==> src/rtl/sort4_seq_ctrl_if.sv <==
// sort4_seq_ctrl_if: bundles the producer-side and consumer-side handshakes of
// the sequential 4-key sorter, together with its status outputs.
//
// Handshake rule (both channels): a transfer happens on a rising clk edge where
// valid and ready are both high. The sender holds valid and data stable until
// that edge. The receiver may raise or lower ready freely.
//
// Signals
//   in_valid   producer offers in_data
//   in_ready   controller can accept a word
//   in_data    unsorted word, slot k = bits [W*k+W-1 : W*k]
//   out_valid  out_data holds a finished result
//   out_ready  consumer accepts out_data
//   out_data   sorted word, slot 3 largest
//   swap_count swaps performed on the current word
//   busy       sort in progress
// Modports: master = producer/consumer side, slave = the controller.
interface sort4_seq_ctrl_if #(
  parameter int W = 4
);
  logic           in_valid;
  logic           in_ready;
  logic [4*W-1:0] in_data;
  logic           out_valid;
  logic           out_ready;
  logic [4*W-1:0] out_data;
  logic [2:0]     swap_count;
  logic           busy;

  modport master (
    output in_valid, in_data, out_ready,
    input  in_ready, out_valid, out_data, swap_count, busy
  );

  modport slave (
    input  in_valid, in_data, out_ready,
    output in_ready, out_valid, out_data, swap_count, busy
  );
endinterface

==> src/rtl/sort4_seq_ctrl.sv <==
// sort4_seq_ctrl: sequential bubble sort of four packed W-bit keys. It uses a
// single compare-and-swap unit that steps through adjacent pairs on the fixed
// schedule k=1,2,3 / 1,2 / 1. The result has the largest key in slot 3.
//
// Ports
//   clk         rising-edge clock
//   rst         synchronous, active-high reset
//   bus         sort4_seq_ctrl_if.slave (both handshakes + status)
//   o_dbg_state current FSM state (IDLE=0, SORT=1, DONE=2)
//
// Optional feature: define SORT4_EARLY_EXIT_EN to finish as soon as a pass
// completes with no swaps. Results and swap counts do not change, only latency.
module sort4_seq_ctrl #(
  parameter int W = 4
) (
  input  logic             clk,
  input  logic             rst,
  sort4_seq_ctrl_if.slave  bus,
  output logic [1:0]       o_dbg_state
);

  localparam logic [1:0] S_IDLE = 2'd0;
  localparam logic [1:0] S_SORT = 2'd1;
  localparam logic [1:0] S_DONE = 2'd2;

  logic [1:0]     r_state;
  logic [4*W-1:0] r_work;
  logic [2:0]     r_swaps;
  logic [1:0]     r_pass;
  logic [1:0]     r_k;
`ifdef SORT4_EARLY_EXIT_EN
  logic           r_pass_swapped;  // any swap earlier in the current pass
`endif

  logic [W-1:0]   w_lo;
  logic [W-1:0]   w_hi;
  logic           w_swap;
  logic [4*W-1:0] w_next_work;
  logic           w_last_in_pass;
  logic           w_final;

  // Select the pair (k-1, k). k never leaves 1..3, so default covers k=1.
  always_comb begin
    w_lo = r_work[0 +: W];
    w_hi = r_work[W +: W];
    case (r_k)
      2'd2: begin
        w_lo = r_work[W +: W];
        w_hi = r_work[2*W +: W];
      end
      2'd3: begin
        w_lo = r_work[2*W +: W];
        w_hi = r_work[3*W +: W];
      end
      default: begin
        w_lo = r_work[0 +: W];
        w_hi = r_work[W +: W];
      end
    endcase
  end

  // Strict less-than: equal keys stay where they are.
  assign w_swap = (w_hi < w_lo);

  always_comb begin
    w_next_work = r_work;
    if (w_swap) begin
      case (r_k)
        2'd2: begin
          w_next_work[W +: W]   = w_hi;
          w_next_work[2*W +: W] = w_lo;
        end
        2'd3: begin
          w_next_work[2*W +: W] = w_hi;
          w_next_work[3*W +: W] = w_lo;
        end
        default: begin
          w_next_work[0 +: W] = w_hi;
          w_next_work[W +: W] = w_lo;
        end
      endcase
    end
  end

  // Pass p ends at k = 3-p. The whole sort ends at the end of pass 2.
  assign w_last_in_pass = (r_k == (2'd3 - r_pass));
  assign w_final        = w_last_in_pass && (r_pass == 2'd2);

  always_ff @(posedge clk) begin
    if (rst) begin
      r_state        <= S_IDLE;
      r_work         <= '0;
      r_swaps        <= '0;
      r_pass         <= '0;
      r_k            <= 2'd1;
`ifdef SORT4_EARLY_EXIT_EN
      r_pass_swapped <= 1'b0;
`endif
    end else begin
      case (r_state)
        S_IDLE: begin
          if (bus.in_valid) begin
            r_work         <= bus.in_data;
            r_swaps        <= '0;
            r_pass         <= '0;
            r_k            <= 2'd1;
`ifdef SORT4_EARLY_EXIT_EN
            r_pass_swapped <= 1'b0;
`endif
            r_state        <= S_SORT;
          end
        end
        S_SORT: begin
          r_work <= w_next_work;
          if (w_swap) r_swaps <= r_swaps + 3'd1;
          if (w_last_in_pass) begin
`ifdef SORT4_EARLY_EXIT_EN
            r_pass_swapped <= 1'b0;
            // A pass with no swaps means the word is already in order.
            if (w_final || !(r_pass_swapped || w_swap)) begin
`else
            if (w_final) begin
`endif
              r_state <= S_DONE;
            end else begin
              r_pass <= r_pass + 2'd1;
              r_k    <= 2'd1;
            end
          end else begin
            r_k <= r_k + 2'd1;
`ifdef SORT4_EARLY_EXIT_EN
            r_pass_swapped <= r_pass_swapped || w_swap;
`endif
          end
        end
        S_DONE: begin
          if (bus.out_ready) r_state <= S_IDLE;
        end
        default: r_state <= S_IDLE;
      endcase
    end
  end

  // in_ready is gated by rst so that no word is taken during a reset cycle.
  assign bus.in_ready   = (r_state == S_IDLE) && !rst;
  assign bus.out_valid  = (r_state == S_DONE);
  assign bus.busy       = (r_state == S_SORT);
  assign bus.out_data   = r_work;
  assign bus.swap_count = r_swaps;
  assign o_dbg_state    = r_state;

endmodule

==> src/flat_wrapper.sv <==
// flat-port wrapper written by rule: the top's interface ports become plain ports
module sort4_seq_ctrl_flat 
#(
  parameter int W = 4
)
  (clk, rst, o_dbg_state, bus_in_valid, bus_in_data, bus_out_ready, bus_in_ready, bus_out_valid, bus_out_data, bus_swap_count, bus_busy);
  sort4_seq_ctrl_if #(.W(W)) bus_i ();
  input  logic clk;
  input  logic rst;
  output logic [1:0] o_dbg_state;
  input wire logic [$bits(bus_i.in_valid)-1:0] bus_in_valid;
  input wire logic [$bits(bus_i.in_data)-1:0] bus_in_data;
  input wire logic [$bits(bus_i.out_ready)-1:0] bus_out_ready;
  output wire logic [$bits(bus_i.in_ready)-1:0] bus_in_ready;
  output wire logic [$bits(bus_i.out_valid)-1:0] bus_out_valid;
  output wire logic [$bits(bus_i.out_data)-1:0] bus_out_data;
  output wire logic [$bits(bus_i.swap_count)-1:0] bus_swap_count;
  output wire logic [$bits(bus_i.busy)-1:0] bus_busy;
  assign bus_i.in_valid = bus_in_valid;
  assign bus_i.in_data = bus_in_data;
  assign bus_i.out_ready = bus_out_ready;
  assign bus_in_ready = bus_i.in_ready;
  assign bus_out_valid = bus_i.out_valid;
  assign bus_out_data = bus_i.out_data;
  assign bus_swap_count = bus_i.swap_count;
  assign bus_busy = bus_i.busy;
  sort4_seq_ctrl #(.W(W)) u_core (.clk(clk), .rst(rst), .bus(bus_i), .o_dbg_state(o_dbg_state));
endmodule
==> config.mk <==
export PLATFORM = sky130hd
export DESIGN_NAME = sort4_seq_ctrl_flat
export DESIGN_NICKNAME = d
export VERILOG_FILES = /design/src/rtl/sort4_seq_ctrl_if.sv /design/src/rtl/sort4_seq_ctrl.sv /design/src/flat_wrapper.sv
export SDC_FILE = /design/constraint.sdc
export NUM_CORES = 1
export LEC_CHECK = 0
export ABC_AREA = 1
export BUFFER_PORTS_ARGS = -buffer_cell sky130_fd_sc_hd__buf_4
export CORE_AREA = 5 5 63 65
export CTS_CLUSTER_SIZE = 24
export DETAILED_ROUTE_END_ITERATION = 8
export DIE_AREA = 0 0 68 70
export GPL_TIMING_DRIVEN = 0
export PLACE_DENSITY = 0.76
export SYNTH_ARGS = -nofsm -noshare
export SYNTH_HDL_FRONTEND = slang
export SYNTH_SLANG_ARGS = --single-unit
export TNS_END_PERCENT = 30
==> constraint.sdc <==
create_clock -name clk -period 2.8 [get_ports clk]
set_input_delay 0.84 -clock clk [delete_from_list [all_inputs] [get_ports clk]]
set_output_delay 0.84 -clock clk [all_outputs]
set_load 0.03 [all_outputs]
==> results of run 1 <==
[flip-flops by register name, indices dropped and copies added (netlist names)]
| register | count |
|---|---|
| u_core.bus.out_data | 16 |
| u_core.bus.swap_count | 3 |
| u_core.o_dbg_state | 2 |
| u_core.r_k | 2 |
| u_core.r_pass | 2 |
[cells by family (layout without fill, tap and decap cells)]
kind of cell	Yosys count	count (layout)	share of synthesized area
buf+inv	43	89	0.115
xor+xnor	2	2	0.0106
fa+ha+maj	7	7	0.0530
flops	25	25	0.303
simple gates	132	132	0.338
compound gates	53	53	0.181
[worst max-delay path: stages (launching register included)]
cell and delay, ps:
dfxtp_1 400, nand2_1 200, inv_1 210, buf_1 400, buf_4 250
[final cells by class]
| type | count | area (um2) | share of cell area |
|---|---|---|---|
| Timing Repair Buffer | 42 | 315 | 0.153 |
| Tap cell | 46 | 57.6 | 0.0280 |
| Clock inverter | 1 | 5.00 | 0.00244 |
| Inverter | 35 | 131 | 0.0639 |
| Clock buffer | 3 | 22.5 | 0.0110 |
| Sequential cell | 25 | 502 | 0.244 |
| Multi-Input combinational cell | 194 | 962 | 0.468 |
| Buffer | 8 | 58.8 | 0.0286 |
[routing by layer]
metal / global-route usage / up-vias
met5: 0 / -
met4: 0.0751 / 0
met3: 0.0337 / 8
met2: 0.313 / 57
met1: 0.262 / 763
li1: - / 925
[where the power goes]
part	internal, mW	switching [mW]
Sequential	0.500	0.122
Clock	0.0536	0.117
Combinational	0.578	1.02
[layout by cell type (no fill, tap or decap)]
master	Yosys	final
nor2_4	1	1
or2_1	1	1
nand2_4	4	4
o22ai_1	4	4
ha_1	7	7
o211ai_1	2	2
buf_2	1	1
nand3_1	12	12
or2_2	1	1
dfxtp_2	0	1
clkbuf_1	3	3
buf_12	1	1
xor2_1	2	2
clkinv_1	1	1
buf_4	1	43
inv_1	34	34
nand2_1	70	70
a21oi_1	26	26
dfxtp_1	25	24
buf_1	1	1
o211a_1	1	1
buf_6	1	1
a211oi_1	3	3
o21ai_0	13	13
nand4_1	1	1
a21oi_2	1	1
clkbuf_4	0	3
clkinv_2	0	1
nand2_2	1	1
a21boi_0	3	3
nor2_1	41	41
[per-stage QoR]
step | hold slack, ps | cell area, um2
global placement | 494 | 2030
CTS | 516 | 2050
global route | 544 | 2050
detailed placement | 497 | 2030
finish | 509 | 2050
floorplan | 482 | 1650
[worst max path at each step]
stage | start | to
final | u_core.o_dbg_state[0] | bus_busy
after global routing | u_core.r_k[1] | u_core.bus.out_data[1]
after global placement | u_core.r_k[0] | u_core.bus.out_data[8]
after floorplan | rst | bus_in_ready
after CTS | u_core.o_dbg_state[0] | bus_busy
after detailed placement | u_core.r_k[0] | u_core.bus.out_data[4]
==> results.toml, run 1 <==
[yosys]
yosys.area.top_type = "dfxtp_1"
synth_async_sr_flop_share = 0
synth_top_area_frac = 0.303
ys_seq_area_frac = 0.303
ys_top_cells_by_area = "dfxtp_1 (30%), nand2_1 (16%), nor2_1 (9.3%)"
synth_cell_types = 28
synth_edf_count = 0
synth-main-ff-cell = "dfxtp_1"
ys_ff_latch = 25
yosys_warnings = 0
synth.most_common_cell = "nand2_1"
syn_nets = 289
syn_inst = 262
synth_commonest_cells = "nand2_1 (70), nor2_1 (41), inv_1 (34)"
postSynthAreaPerCell_um2 = 6.31
netlist_area_um2 = 1650

[run_status]
status = "finished, final reports clean"

[placement]
place_inst = 350
port_buffers = 42
gp_congestion = 0.837
post-dp-hpwl_um = 3380
post-place-ws_ps = 226

[sta]
fin_crit_sh = 0.933
setup-tns-final_ps = 0
period_needed_ps = 2610
slew_viol_final = 0
rsz0062_at_grt = "false"
fmax_mhz = 383
hold_violations = 0
worst_pin_slew_ps = 526
fin_skew_ps = 23.9
setup_viol = 0
max-slew-margin-rel = 0.649
setup_ws_ps = 188

[detailed_routing]
drtAntennaViolNets = 0
wire_per_inst_um = 12.5
top_layer_used = "met4"
drt_iter0_drc = 60
met2_length_um = 2030
dr.pass1.iters = 4
drt_wl_total_um = 4420
drc = 0
wl_met3_um = 336
routed_via_density = 4.95
met1_length_um = 1980
via_count = 1753

[floorplanning]
start_util = 0.503
core_area_um2 = 3280
fp-row-count = 21
ios = 44
die_w_um = 68
dieArea_um2 = 4760
die_h_um = 70

[cts]
tritoncts = "built"
cts_htree_levels = 1
clockRootBuffer = "clkbuf_4"
cts.sinks = 25
cts-resized-gates = 0
cts_buffer_depth = 2
postCtsSetupRepairBufs = 0
hold_buffers = 0
clk_latency_ps = 340
cts_buffers = 3
clk_pin_slew_ps = 130

[worst_setup_path]
ff2ff_setup_slack_ps = 270
endpoint_kind = "primary output"
reg2regPathDepth = 14
path_max_fanout = 10
path_class = "flip-flop to primary output"
r2r_end = "u_core.bus.swap_count[1]"
cp.required_ps = 1960
startpoint_type = "flip-flop"
r2r-start = "u_core.r_k[0]"
cp.arrival_ps = 1770

[final_layout]
post-route-util = 0.626
final_nets = 336
final_cell_count_no_fill = 354
final_layout_size_suffix_gt1_frac = 0.192
area_growth_pct = 24.3
fill_cells = 339
num_antenna_cells = 0

[power_and_ir_drop]
power_density_nw_per_um2 = 1160
leakagePower_nw = 1.04
peakVddDrop_mv = 0.544
total_power_mw = 2.39

[min_path]
whs_endpoint = "u_core.r_k[0]"
timing.hold.worst.start = "u_core.r_k[0]"
hold_depth = 1
min-delay-path-class = "flip-flop to flip-flop"

[grt]
antenna_found_initial = 0
grtUsageTotal = 0.197
grt_pass1_vias = 1743
grt_pass1_wl_um = 7550
grt_max_degree = 15
grt-ovfl-total = 0

[job]
maxCapViolations = 0
(Power assumes the default switching activity.)
==> run 2, diff against run 1 <==
--- a/config.mk
+++ b/config.mk
@@ -12,7 +12,7 @@
 export DETAILED_ROUTE_END_ITERATION = 8
 export DIE_AREA = 0 0 68 70
 export GPL_TIMING_DRIVEN = 0
-export PLACE_DENSITY = 0.76
+export PLACE_DENSITY = 0.77
 export SYNTH_ARGS = -nofsm -noshare
 export SYNTH_HDL_FRONTEND = slang
 export SYNTH_SLANG_ARGS = --single-unit
==> run 2 against run 1 <==
Net effect: power decreased by 0.16%; non-clock buffer count did not move; die area unchanged; largest cell class unchanged; critical path depth stayed put; flip-flop and latch count unchanged; sequential share of layout area about the same; largest power group unchanged; highest routed layer unchanged.
==> results.toml, run 2 (synthesis results as in run 1) <==
[placement]
place_inst = 350
post-dp-hpwl_um = 3410
port_buffers = 42
post-place-ws_ps = 231
gp_congestion = 0.824

[floorplanning]
die_w_um = 68
core_area_um2 = 3280
start_util = 0.503
fp-row-count = 21
dieArea_um2 = 4760
die_h_um = 70
ios = 44

[final_layout]
num_antenna_cells = 0
largest_reg_flops = 16
area_growth_pct = 24.5
final_nets = 336
layout_common_cells = "nand2_1 (70), buf_4 (43), nor2_1 (41)"
final_common_cell = "nand2_1"
final_cell_count_no_fill = 354
final_layout_size_suffix_gt1_frac = 0.195

[sta]
fin_crit_sh = 0.947
rsz0062_at_grt = "false"
max-slew-margin-rel = 0.646
worst_pin_slew_ps = 531
fmax_mhz = 377
setup-tns-final_ps = 0
hold_violations = 0
period_needed_ps = 2650
slew_viol_final = 0
fin_skew_ps = 9.30
setup_viol = 0
setup_ws_ps = 148

[worst_setup_path]
path_max_fanout = 10
cp.arrival_ps = 1810
crit_family = "buffers and inverters"
cp.required_ps = 1960
reg2regPathDepth = 15
cp_cell_sequence = "nand2_1, inv_1, buf_1, buf_4"
crit_path_max_incr_delay_ps = 420
crit_slowest_cell = "buf_1"
startpoint_type = "flip-flop"
endpoint_kind = "primary output"
crit_buf_inv = 3
worst-path-stages = 4
path_class = "flip-flop to primary output"

[detailed_routing]
drt_iter0_drc = 116
via_count = 1771
routed_via_density = 5.00
drt_wl_total_um = 4430
drc = 0
dr.pass1.iters = 4
wire_per_inst_um = 12.5
drtAntennaViolNets = 0

[power_and_ir_drop]
peakVddDrop_mv = 0.481
power_density_nw_per_um2 = 1160
leakagePower_nw = 1.04

[cts]
tritoncts = "built"
clk_latency_ps = 330
clk_pin_slew_ps = 140
clockRootBuffer = "clkbuf_4"
cts_buffer_depth = 2
cts_buffers = 3
cts_htree_levels = 1
cts.sinks = 25
postCtsSetupRepairBufs = 0

[grt]
grt_pass1_wl_um = 7530
grt-ovfl-total = 0
antenna_found_initial = 0
grt_max_degree = 15
grt_pass1_vias = 1690
grtUsageTotal = 0.197

[min_path]
min-delay-path-class = "flip-flop to flip-flop"
hold_depth = 1

[job]
maxCapViolations = 0

[run_status]
status = "finished, final reports clean"
[run 2: power by group]
group / internal, mW / switching, mW
sequential: 0.500 / 0.124
clock: 0.0536 / 0.114
combinational: 0.578 / 1.01
[run 2: path summary, 6_finish.rpt]
path | start | end | slack, ps
setup / recovery | u_core.o_dbg_state[0] | bus_busy | 150
setup reg to reg | u_core.r_k[0] | u_core.bus.out_data[12] | 300
hold / removal | u_core.r_k[0] | u_core.r_k[0] | 510
hold reg to reg | u_core.r_k[0] | u_core.r_k[0] | 510
[run 2: through the flow]
stage               area, um2  hold slack (ps)  power (mW)   util
CTS                      2050              516        2.39  0.625
finish                   2060              513        2.39  0.627
floorplan                1650              482        1.77      -
global placement         2030              494        2.19  0.617
global route             2060              557        2.61  0.627
detailed placement       2030              497        2.22  0.617
[run 2: final cells by class]
type | count | area (um2)
fillers | 340 | 1230
multi-input cells | 194 | 962
flip-flops and latches | 25 | 502
repair buffers | 42 | 315
inverters | 35 | 135
plain buffers | 8 | 58.8
well taps | 46 | 57.6
clock buffers | 3 | 22.5
clock inverters | 1 | 5.00
[run 2: what timing repair did]
action	CTS	global route
endpoints found under the hold margin	0	0
resized for setup	0	2
endpoints found under the setup margin	0	15
hold buffers	0	0
[run 2: routing by layer]
metal  track usage  vias up  routed length [um]  part of all wire
met5             0        -                   0                 0
met4        0.0662        0                  74             0.017
met3        0.0160        7                 178             0.040
met2         0.310       53                2070              0.47
met1         0.276      781                2110              0.48
li1              -      930                   -                 -
==> run 3, diff against run 2 <==
--- a/config.mk
+++ b/config.mk
@@ -7,12 +7,13 @@
 export LEC_CHECK = 0
 export ABC_AREA = 1
 export BUFFER_PORTS_ARGS = -buffer_cell sky130_fd_sc_hd__buf_4
-export CORE_AREA = 5 5 63 65
+export CORE_AREA = 5 5 82 84
 export CTS_CLUSTER_SIZE = 24
 export DETAILED_ROUTE_END_ITERATION = 8
-export DIE_AREA = 0 0 68 70
+export DIE_AREA = 0 0 87 89
 export GPL_TIMING_DRIVEN = 0
-export PLACE_DENSITY = 0.77
+export PLACE_DENSITY = 0.49
+export REMOVE_ABC_BUFFERS = 1
 export SYNTH_ARGS = -nofsm -noshare
 export SYNTH_HDL_FRONTEND = slang
 export SYNTH_SLANG_ARGS = --single-unit
==> run 3 against run 2 <==
Net effect: first-iteration DRC count shrank 38%; global-route usage shrank 7.0 points; count of clock-buffer cells in the layout is the same.
==> results.toml, run 3 (synthesis results as in run 1) <==
[sta]
fmax_mhz = 374
max-slew-margin-rel = 0.631
fin_skew_ps = 2.70
rsz0062_at_grt = "true"
period_needed_ps = 2680
setup-tns-final_ps = 0
hold_violations = 0
setup_viol = 0
fin_crit_sh = 0.956
whs_ps = 509
worst_pin_slew_ps = 550
slew_viol_final = 0

[worst_setup_path]
crit_path_max_incr_delay_ps = 560
path_max_fanout = 26
reg2regPathDepth = 13
ff2ff_setup_slack_ps = 290
endpoint_kind = "primary output"
cp.required_ps = 1960
cp_cell_sequence = "nand2_2, inv_1, buf_4"
setup.worst_path.start = "u_core.o_dbg_state[0]"
path_class = "flip-flop to primary output"
r2r_end = "u_core.bus.out_data[6]"
cp.arrival_ps = 1840
crit_slowest_cell = "inv_1"
crit_end = "bus_busy"
startpoint_type = "flip-flop"
r2r-start = "u_core.r_k[1]"

[final_layout]
num_antenna_cells = 0
final_common_cell = "nand2_1"
area_growth_pct = 26.3
largest_reg_flops = 16
post-route-util = 0.357
final_nets = 329
final_layout_size_suffix_gt1_frac = 0.199
layout_common_cells = "nand2_1 (69), buf_4 (43), nor2_1 (41)"
fin_area_um2 = 2090
final_cell_count_no_fill = 376

[power_and_ir_drop]
power_density_nw_per_um2 = 1140
peakVddDrop_mv = 0.392
leakagePower_nw = 1.02

[floorplanning]
fp-row-count = 28
start_util = 0.283
dieArea_um2 = 7740
die_w_um = 87
ios = 44
core_area_um2 = 5850
die_h_um = 89

[cts]
cts_buffer_depth = 2
clockRootBuffer = "clkbuf_8"
clk_pin_slew_ps = 90
tritoncts = "built"
cts_buffers = 3
clk_latency_ps = 270
cts.sinks = 25
cts_htree_levels = 1

[placement]
place_inst = 372
port_buffers = 43
post-dp-hpwl_um = 3520
gp_congestion = 0.813
placed_area_um2 = 2010

[detailed_routing]
drtAntennaViolNets = 0
drt_wl_total_um = 4750
via_count = 1709
wire_per_inst_um = 12.6
drt_iter0_drc = 72
drc = 0
routed_via_density = 4.55
dr.pass1.iters = 4

[grt]
grt_pass1_wl_um = 7840
grt-ovfl-total = 0
antenna_found_initial = 0
grt_max_degree = 27
grtUsageTotal = 0.127
grt_pass1_vias = 1628

[job]
maxCapViolations = 0

[min_path]
min-delay-path-class = "flip-flop to flip-flop"

[run_status]
status = "finished, final reports clean"
## run 3: how the worst min path moves through the flow
stage	slack, ps	cells after the start	end	start
final	510	1	u_core.r_k[0]	u_core.r_k[0]
after CTS	520	2	u_core.bus.swap_count[1]	u_core.bus.swap_count[1]
after floorplan	480	2	u_core.r_k[1]	u_core.r_k[1]
after global routing	560	2	u_core.bus.swap_count[2]	u_core.bus.swap_count[2]
after global placement	510	2	u_core.bus.swap_count[1]	u_core.bus.swap_count[1]
after detailed placement	500	2	u_core.bus.swap_count[1]	u_core.bus.swap_count[1]
## run 3: stage by stage
stage / total power, mW / setup WS (ps)
finish: 2.39 / 124
CTS: 2.40 / 100
floorplan: 1.70 / 485
detailed placement: 2.16 / -6.14
global placement: 2.15 / -24.7
global route: 2.64 / -15.6
## run 3: worst max-delay path, delay by kind of cell, from the launching register on
family	cells	cell delay [ps]
buffers and inverters	2	820
and+or+nand+nor	1	340
DFF	1	400
## run 3: layer usage
layer  track usage  wire, um
met4        0.0241        72
met1         0.164      2180
met5             0         0
met3        0.0323       339
met2         0.215      2150
## run 3: report_power, final
part	total, mW	internal [mW]	switching [mW]	leakage (nW)
clock network	0.225	0.0999	0.125	0.0255
logic	1.54	0.532	1.00	0.785
registers	0.629	0.501	0.128	0.206
## run 3: area by class of cell
cell class                 instances  area [um2]
timing repair buffer              43         323
multi-input combinational        194         988
clock inverter                     1        5.00
tap                               75        93.8
inverter                          35         135
fill                             666        3760
clock buffer                       3        41.3
sequential                        25         502
## run 3: repair_timing
item,in CTS,in global routing
cloned,0,0
endpoints found under the setup margin,11,19
hold buffers,0,0
hold endpoints to repair,0,0
buffers inserted,0,0
resized for setup,2,5
